<file path="src/rtl/prod_arb_pkg.sv">
// Shared types and default constants for the producer-side write arbiter.
package prod_arb_pkg;

  localparam int C_DATA_WIDTH = 8;
  localparam int C_NUM_REQ    = 4;
  localparam int C_BURST_LEN  = 4;

  typedef enum logic [1:0] {
    IDLE  = 2'd0,
    BURST = 2'd1,
    STALL = 2'd2
  } arb_state_e;

  // Width of a counter that must hold every value from 0 to burst_len.
  function automatic int cnt_width(input int burst_len);
    return $clog2(burst_len + 1);
  endfunction

endpackage

</file>
<file path="src/rtl/rr_pick.sv">
// Combinational round-robin picker: the first requesting index at or after
// the pointer, wrapping to index 0 when nothing at or above it requests.
module rr_pick #(
  parameter int P_NUM_REQ = 4,
  parameter int P_PTR_W   = 2
) (
  input  logic [P_NUM_REQ-1:0] i_req,
  input  logic [P_PTR_W-1:0]   i_ptr,
  output logic [P_NUM_REQ-1:0] o_pick,
  output logic                 o_valid
);

  logic [P_NUM_REQ-1:0] hi_s;
  logic [P_NUM_REQ-1:0] cand_s;
  logic [P_NUM_REQ-1:0] pick_s;
  logic                 seen_s;

  // Mask off requests below the pointer; fall back to the full vector on wrap.
  always_comb begin
    hi_s = {P_NUM_REQ{1'b0}};
    for (int i = 0; i < P_NUM_REQ; i++) begin
      hi_s[i] = i_req[i] & (P_PTR_W'(i) >= i_ptr);
    end
    cand_s = (|hi_s) ? hi_s : i_req;
  end

  // Keep only the lowest set bit of the candidate vector.
  always_comb begin
    pick_s = {P_NUM_REQ{1'b0}};
    seen_s = 1'b0;
    for (int i = 0; i < P_NUM_REQ; i++) begin
      pick_s[i] = cand_s[i] & ~seen_s;
      seen_s    = seen_s | cand_s[i];
    end
  end

  assign o_pick  = pick_s;
  assign o_valid = |i_req;

endmodule

</file>
<file path="src/rtl/prod_wr_arbiter.sv">
// Round-robin arbiter granting bursts of FIFO writes to one producer at a
// time. The write strobe and ack follow the owner's request with zero latency;
// the owner, pointer, count and state are held in flops.
module prod_wr_arbiter
  import prod_arb_pkg::*;
#(
  parameter int P_DATA_WIDTH = C_DATA_WIDTH,
  parameter int P_NUM_REQ    = C_NUM_REQ,
  parameter int P_BURST_LEN  = C_BURST_LEN
) (
  input  logic                              PROD_CLK,
  input  logic                              I_RST_N,
  input  logic [P_NUM_REQ-1:0]              I_REQ,
  input  logic [P_NUM_REQ*P_DATA_WIDTH-1:0] I_REQ_DATA,
  input  logic                              I_FULL,
  output logic [P_NUM_REQ-1:0]              O_GNT,
  output logic [P_NUM_REQ-1:0]              O_ACK,
  output logic [P_DATA_WIDTH-1:0]           O_DATA,
  output logic                              O_WR_EN,
  output logic                              O_STALL
);

  localparam int PW = $clog2(P_NUM_REQ);
  localparam int CW = cnt_width(P_BURST_LEN);

  arb_state_e             state_q, state_d;
  logic [P_NUM_REQ-1:0]   owner_q, owner_d;
  logic [PW-1:0]          ptr_q, ptr_d;
  logic [CW-1:0]          cnt_q, cnt_d;

  logic [P_NUM_REQ-1:0]   pick_s;
  logic                   pick_valid_s;
  logic [PW-1:0]          owner_idx_s;
  logic [PW-1:0]          ptr_next_s;
  logic [CW-1:0]          cnt_inc_s;
  logic                   own_req_s;
  logic                   wr_en_s;
  logic [P_NUM_REQ-1:0]   ack_s;
  logic [P_DATA_WIDTH-1:0] data_s;

  rr_pick #(
    .P_NUM_REQ (P_NUM_REQ),
    .P_PTR_W   (PW)
  ) u_rr_pick (
    .i_req   (I_REQ),
    .i_ptr   (ptr_q),
    .o_pick  (pick_s),
    .o_valid (pick_valid_s)
  );

  // Owner index and the pointer value to load when the burst ends.
  always_comb begin
    owner_idx_s = {PW{1'b0}};
    for (int i = 0; i < P_NUM_REQ; i++) begin
      owner_idx_s = owner_idx_s | (owner_q[i] ? PW'(i) : {PW{1'b0}});
    end
    ptr_next_s = (owner_idx_s == PW'(P_NUM_REQ - 1)) ? {PW{1'b0}}
                                                     : owner_idx_s + PW'(1);
  end

  // Route the owner's slice of the packed request data to the FIFO.
  always_comb begin
    data_s = {P_DATA_WIDTH{1'b0}};
    for (int i = 0; i < P_NUM_REQ; i++) begin
      data_s = data_s | (I_REQ_DATA[i*P_DATA_WIDTH +: P_DATA_WIDTH]
                         & {P_DATA_WIDTH{owner_q[i]}});
    end
  end

  assign own_req_s = |(I_REQ & owner_q);
  assign cnt_inc_s = cnt_q + CW'(1);

  // Next-state, burst bookkeeping and the same-cycle write/ack strobes.
  always_comb begin
    state_d = state_q;
    owner_d = owner_q;
    ptr_d   = ptr_q;
    cnt_d   = cnt_q;
    wr_en_s = 1'b0;
    ack_s   = {P_NUM_REQ{1'b0}};
    case (state_q)
      IDLE: begin
        if (pick_valid_s) begin
          owner_d = pick_s;
          cnt_d   = {CW{1'b0}};
          state_d = BURST;
        end else begin
          state_d = IDLE;
        end
      end
      BURST: begin
        if (!own_req_s) begin
          owner_d = {P_NUM_REQ{1'b0}};
          ptr_d   = ptr_next_s;
          state_d = IDLE;
        end else if (I_FULL) begin
          state_d = STALL;
        end else begin
          wr_en_s = 1'b1;
          ack_s   = owner_q;
          cnt_d   = cnt_inc_s;
          if (cnt_inc_s == CW'(P_BURST_LEN)) begin
            owner_d = {P_NUM_REQ{1'b0}};
            ptr_d   = ptr_next_s;
            state_d = IDLE;
          end else begin
            state_d = BURST;
          end
        end
      end
      STALL: begin
        if (!own_req_s) begin
          owner_d = {P_NUM_REQ{1'b0}};
          ptr_d   = ptr_next_s;
          state_d = IDLE;
        end else if (!I_FULL) begin
          state_d = BURST;
        end else begin
          state_d = STALL;
        end
      end
      default: begin
        owner_d = {P_NUM_REQ{1'b0}};
        ptr_d   = {PW{1'b0}};
        cnt_d   = {CW{1'b0}};
        state_d = IDLE;
      end
    endcase
  end

  // State register with synchronous active-low reset.
  always_ff @(posedge PROD_CLK) begin
    if (!I_RST_N) begin
      state_q <= IDLE;
      owner_q <= {P_NUM_REQ{1'b0}};
      ptr_q   <= {PW{1'b0}};
      cnt_q   <= {CW{1'b0}};
    end else begin
      state_q <= state_d;
      owner_q <= owner_d;
      ptr_q   <= ptr_d;
      cnt_q   <= cnt_d;
    end
  end

  assign O_GNT   = (state_q == IDLE) ? {P_NUM_REQ{1'b0}} : owner_q;
  assign O_STALL = (state_q == STALL);
  assign O_WR_EN = wr_en_s;
  assign O_ACK   = ack_s;
  assign O_DATA  = (state_q == IDLE) ? {P_DATA_WIDTH{1'b0}} : data_s;

endmodule

</file>
<file path="config.mk">
export PLATFORM = sky130hd
export DESIGN_NAME = prod_wr_arbiter
export DESIGN_NICKNAME = d
export VERILOG_FILES = /design/src/rtl/prod_arb_pkg.sv /design/src/rtl/rr_pick.sv /design/src/rtl/prod_wr_arbiter.sv
export SDC_FILE = /design/constraint.sdc
export NUM_CORES = 1
export LEC_CHECK = 0
export ABC_AREA = 1
export ABC_CLOCK_PERIOD_IN_PS = 1900
export BUFFER_PORTS_ARGS = -buffer_cell sky130_fd_sc_hd__buf_2
export CORE_MARGIN = 5
export CORE_UTILIZATION = 45
export CTS_CLUSTER_SIZE = 20
export DETAILED_ROUTE_END_ITERATION = 10
export PLACE_DENSITY = 0.78
export SLEW_MARGIN = 40
export SYNTH_ARGS = -nofsm -noshare
export SYNTH_HDL_FRONTEND = slang
export SYNTH_SLANG_ARGS = --single-unit
</file>
<file path="constraint.sdc">
create_clock -name PROD_CLK -period 1.9 [get_ports PROD_CLK]
set_input_delay 0.285 -clock PROD_CLK [delete_from_list [all_inputs] [get_ports PROD_CLK]]
set_output_delay 0.285 -clock PROD_CLK [all_outputs]
set_load 0.02 [all_outputs]
</file>
==> summary.md <==
| Metric | Value |
|---|---|
| Design Area, Final | 1520 um^2 |
| Placed wire-length estimate | 2650 um |
| Routed WL | 3130 um |
| Mapped Avg Cell Area | 6.36 um^2 |
| Die span in x | 61.0 um |
| Reg-to-reg startpoint | state_q[0]$_SDFF_PN0_ |
| Crit. End Element | output port |
| Fin util | 0.613 |
| Static Leakage | 0.000778 uW |
| Remaining DRCs | 0 |
| Worst slew margin | 0.812 |
| First-pass GRT wire length | 4830 um |
| Outcome | finished, final reports clean |
| Htree depth | 1 |
| R2R setup slack | 0.44 ns |
| Post-synthesis compound-gate area fraction | 0.152 |
| Die area | 3720 um^2 |
| Initial antenna violation count | 0 |
| Number of synthesized flops with an enable pin | 0 |
| Synth async-reset ratio | 0 |
| Max Cap Violations | 0 |
| Fill count | 254 |
| Syn Inst Count | 184 |
| Worst hold stages | 3 |
| RSZ-0062 raised after global routing | false |
| Ant diodes | 0 |
| Clock skew | 0.0112 ns |
| Simple-Gate Fraction of Synth Area | 0.488 |
| RR Endpoint | cnt_q[0]$_SDFFE_PN0P_ |
| Min-Delay Path Class | input pin to flip-flop |
| Ports | 57 |
| Ys Warns | 0 |
| Vias in the first global route | 1192 |
| Critical Setup Path Class | flip-flop to output port |
| Largest family of logic cells by synthesized area | simple AND/OR/NAND/NOR gates |
| TNS Setup | 0 ns |
| FF+latch count, synth | 11 |
| Synthesis-to-layout area growth | 29.7% |
| Crit-path slowest cell | dfxtp_1 |
| Tcrit/Tclk final | 0.921 |
| Register area | 220 um^2 |
| Delay-heaviest family, CP | simple AND/OR/NAND/NOR gates |
| I/O Buffers | 56 |
| Hold_ws | 0.295 ns |
| Via/cell ratio | 4.96 |
| Hold worst-path end | ptr_q[1]$_SDFFE_PN0P_ |
| Mux cell area share after synthesis | 0 |
| NetSw | 422 uW |
| Critical path's most frequent cell | nor2_1 |
| Fin crit period | 1.75 ns |
| Clock buffer count from CTS | 3 |
| Final hold violations | 0 |
| Worst setup SP type | flip-flop |
| Multi-input logic area | 826 um^2 |
| Nets | 289 |
| Sequential power share | 0.296 |
| Cell Int Power | 532 uW |
| Post-layout power | 954 uW |
| Crit Path Max Fanout | 5 |
| Share of cells above drive strength 1 | 0.374 |
| Worst-path clk slew | 0.08 ns |
| TritonCTS clock tree | built |
| Worst-Margin Slew | 0.281 ns |
| Grt total ovfl | 0 |
| Yosys cell types | 32 |
| Logic pwr share | 0.530 |
| Pins Over Slew Limit | 0 |
| Initial core utilization | 0.472 |
| Max Fclk | 571 MHz |
| Post-synthesis sequential area ratio | 0.188 |
| Root Buffer | clkbuf_4 |
| Critical Path AT | 1.47 ns |
| Xor/xnor share of the synthesized area | 0 |
| First-pass DRT Iterations | 4 |
| Pwr Density | 629 nW/um^2 |
| TritonCTS Sinks | 11 |
| Most frequent cells in the layout | nand2_1 (56), buf_2 (56), nor2_1 (29), inv_1 (17), dfxtp_1 (11) |
| Area after DPL | 1490 um^2 |
| Total GRT Usage | 0.169 |
| Std-Cell Rows | 18 |
| Syn_nets | 229 |
| Chip Height | 61.0 um |
| Crit path largest cell delay | 0.33 ns |
| Req. time, crit path | 1.62 ns |
| Final ANT Viol Nets | 0 |
| Peak VDD IR | 0.000410 V |
| Net Sw Frac | 0.442 |
| Worst skew pair latency | 0.28 ns |
| Final Setup Violations | 0 |
| GPL Wtd Cong | 0.849 |
| Path depth of the worst reg2reg path | 7 |
| Post-synth top flop | dfxtp_1 |
| Hold Path Origin | I_RST_N |
| Adder-cell area share of the yosys netlist | 0.0642 |
| Clock share of power | 0.175 |
| Mapped cell area | 1170 um^2 |
| Critical-path cell list | inv_1, ha_1, inv_2, nor2_1, nand2_1, nor2_1, buf_2 |
| Wire per inst | 11.5 um |
| CTS Buffer Depth | 2 |
| Via count | 1355 |
| DRT iter0 DRCs | 37 |
| Setup Buffers After CTS | 0 |
| Pin count of the biggest net entering global routing | 15 |
| Core area | 2480 um^2 |
| Worst Path Buf+Inv | 3 |
==> registers in the layout (all words and copies together), names as in the netlist <==
| signal | count |
|---|---|
| cnt_q | 3 |
| owner_q | 4 |
| ptr_q | 2 |
| state_q | 2 |
==> per-stage QoR <==
step           setup slack [ns]  instances
2_1_floorplan             0.254        184
3_3_place_gp              0.304        269
3_5_place_dp              0.280        269
4_1_cts                  0.0723        273
5_1_grt                  0.0192        273
6_report                  0.149        273
==> power groups by stage <==
| stage | combinational, uW | clock [uW] | sequential, uW |
|---|---|---|---|
| 2_1_floorplan | 368 | 0 | 283 |
| 3_3_place_gp | 502 | 0 | 286 |
| 3_5_place_dp | 506 | 0 | 288 |
| 4_1_cts | 508 | 171 | 283 |
| 5_1_grt | 565 | 180 | 287 |
| 6_report | 505 | 167 | 282 |
==> layout make-up <==
class | instances | area share
Sequential cell | 11 | 0.145
Timing Repair Buffer | 62 | 0.214
Clock buffer | 3 | 0.0148
Inverter | 21 | 0.0536
Multi-Input combinational cell | 145 | 0.544
Clock inverter | 1 | 0.00330
Tap cell | 30 | 0.0247
==> cells in the mapped netlist, types with 3 or more instances <==
cell type   n  share of area
nand2_1    56           0.18
dfxtp_1    11           0.19
inv_2       3         0.0096
o21ai_1     6          0.026
a21oi_1     5          0.021
nand2_4     4          0.038
nor2_2      3          0.016
inv_1      17          0.055
a41oi_1     8          0.060
ha_1        6          0.064
buf_2       3          0.013
nor2_1     29          0.093
nand3_1     7          0.030
nand2_2     4          0.021
==> worst min-delay path: cells and delay by family <==
family	cells	cell delay, ns
buffers and inverters	1	0.15
and+or+nand+nor	2	0.11
==> cells by family (layout without fill, tap and decap cells) <==
logic type | after synthesis | count (layout)
and+or+nand+nor | 115 | 115
DFF | 11 | 11
adders and majority gates | 6 | 6
buffers and inverters | 28 | 87
AOI/OAI and AO/OA | 24 | 24
==> layer usage <==
| layer | track usage | vias to the layer above | part of all wire |
|---|---|---|---|
| met5 | 0 | - | 0 |
| met4 | 0.0464 | 0 | 0.011 |
| met3 | 0.0404 | 4 | 0.14 |
| met2 | 0.298 | 58 | 0.45 |
| met1 | 0.205 | 584 | 0.40 |
| li1 | - | 709 | - |
==> repair_timing <==
action / in CTS / in global routing
endpoints found under the setup margin: 0 / 9
hold buffers: 0 / 0
resized for setup: 0 / 1
==> worst max-delay path by stage <==
stage | startpoint | to | slack (ns) | depth (start not counted)
2_1_floorplan | state_q[1]$_SDFF_PN0_ | O_ACK[0] | 0.25 | 6
3_3_place_gp | state_q[0]$_SDFF_PN0_ | cnt_q[2]$_SDFFE_PN0P_ | 0.30 | 7
3_5_place_dp | state_q[0]$_SDFF_PN0_ | cnt_q[2]$_SDFFE_PN0P_ | 0.28 | 7
4_1_cts | state_q[0]$_SDFF_PN0_ | O_DATA[2] | 0.07 | 4
5_1_grt | state_q[1]$_SDFF_PN0_ | O_ACK[2] | 0.02 | 7
6_report | state_q[1]$_SDFF_PN0_ | O_ACK[2] | 0.15 | 7
Power figures use the tool's default switching activity.
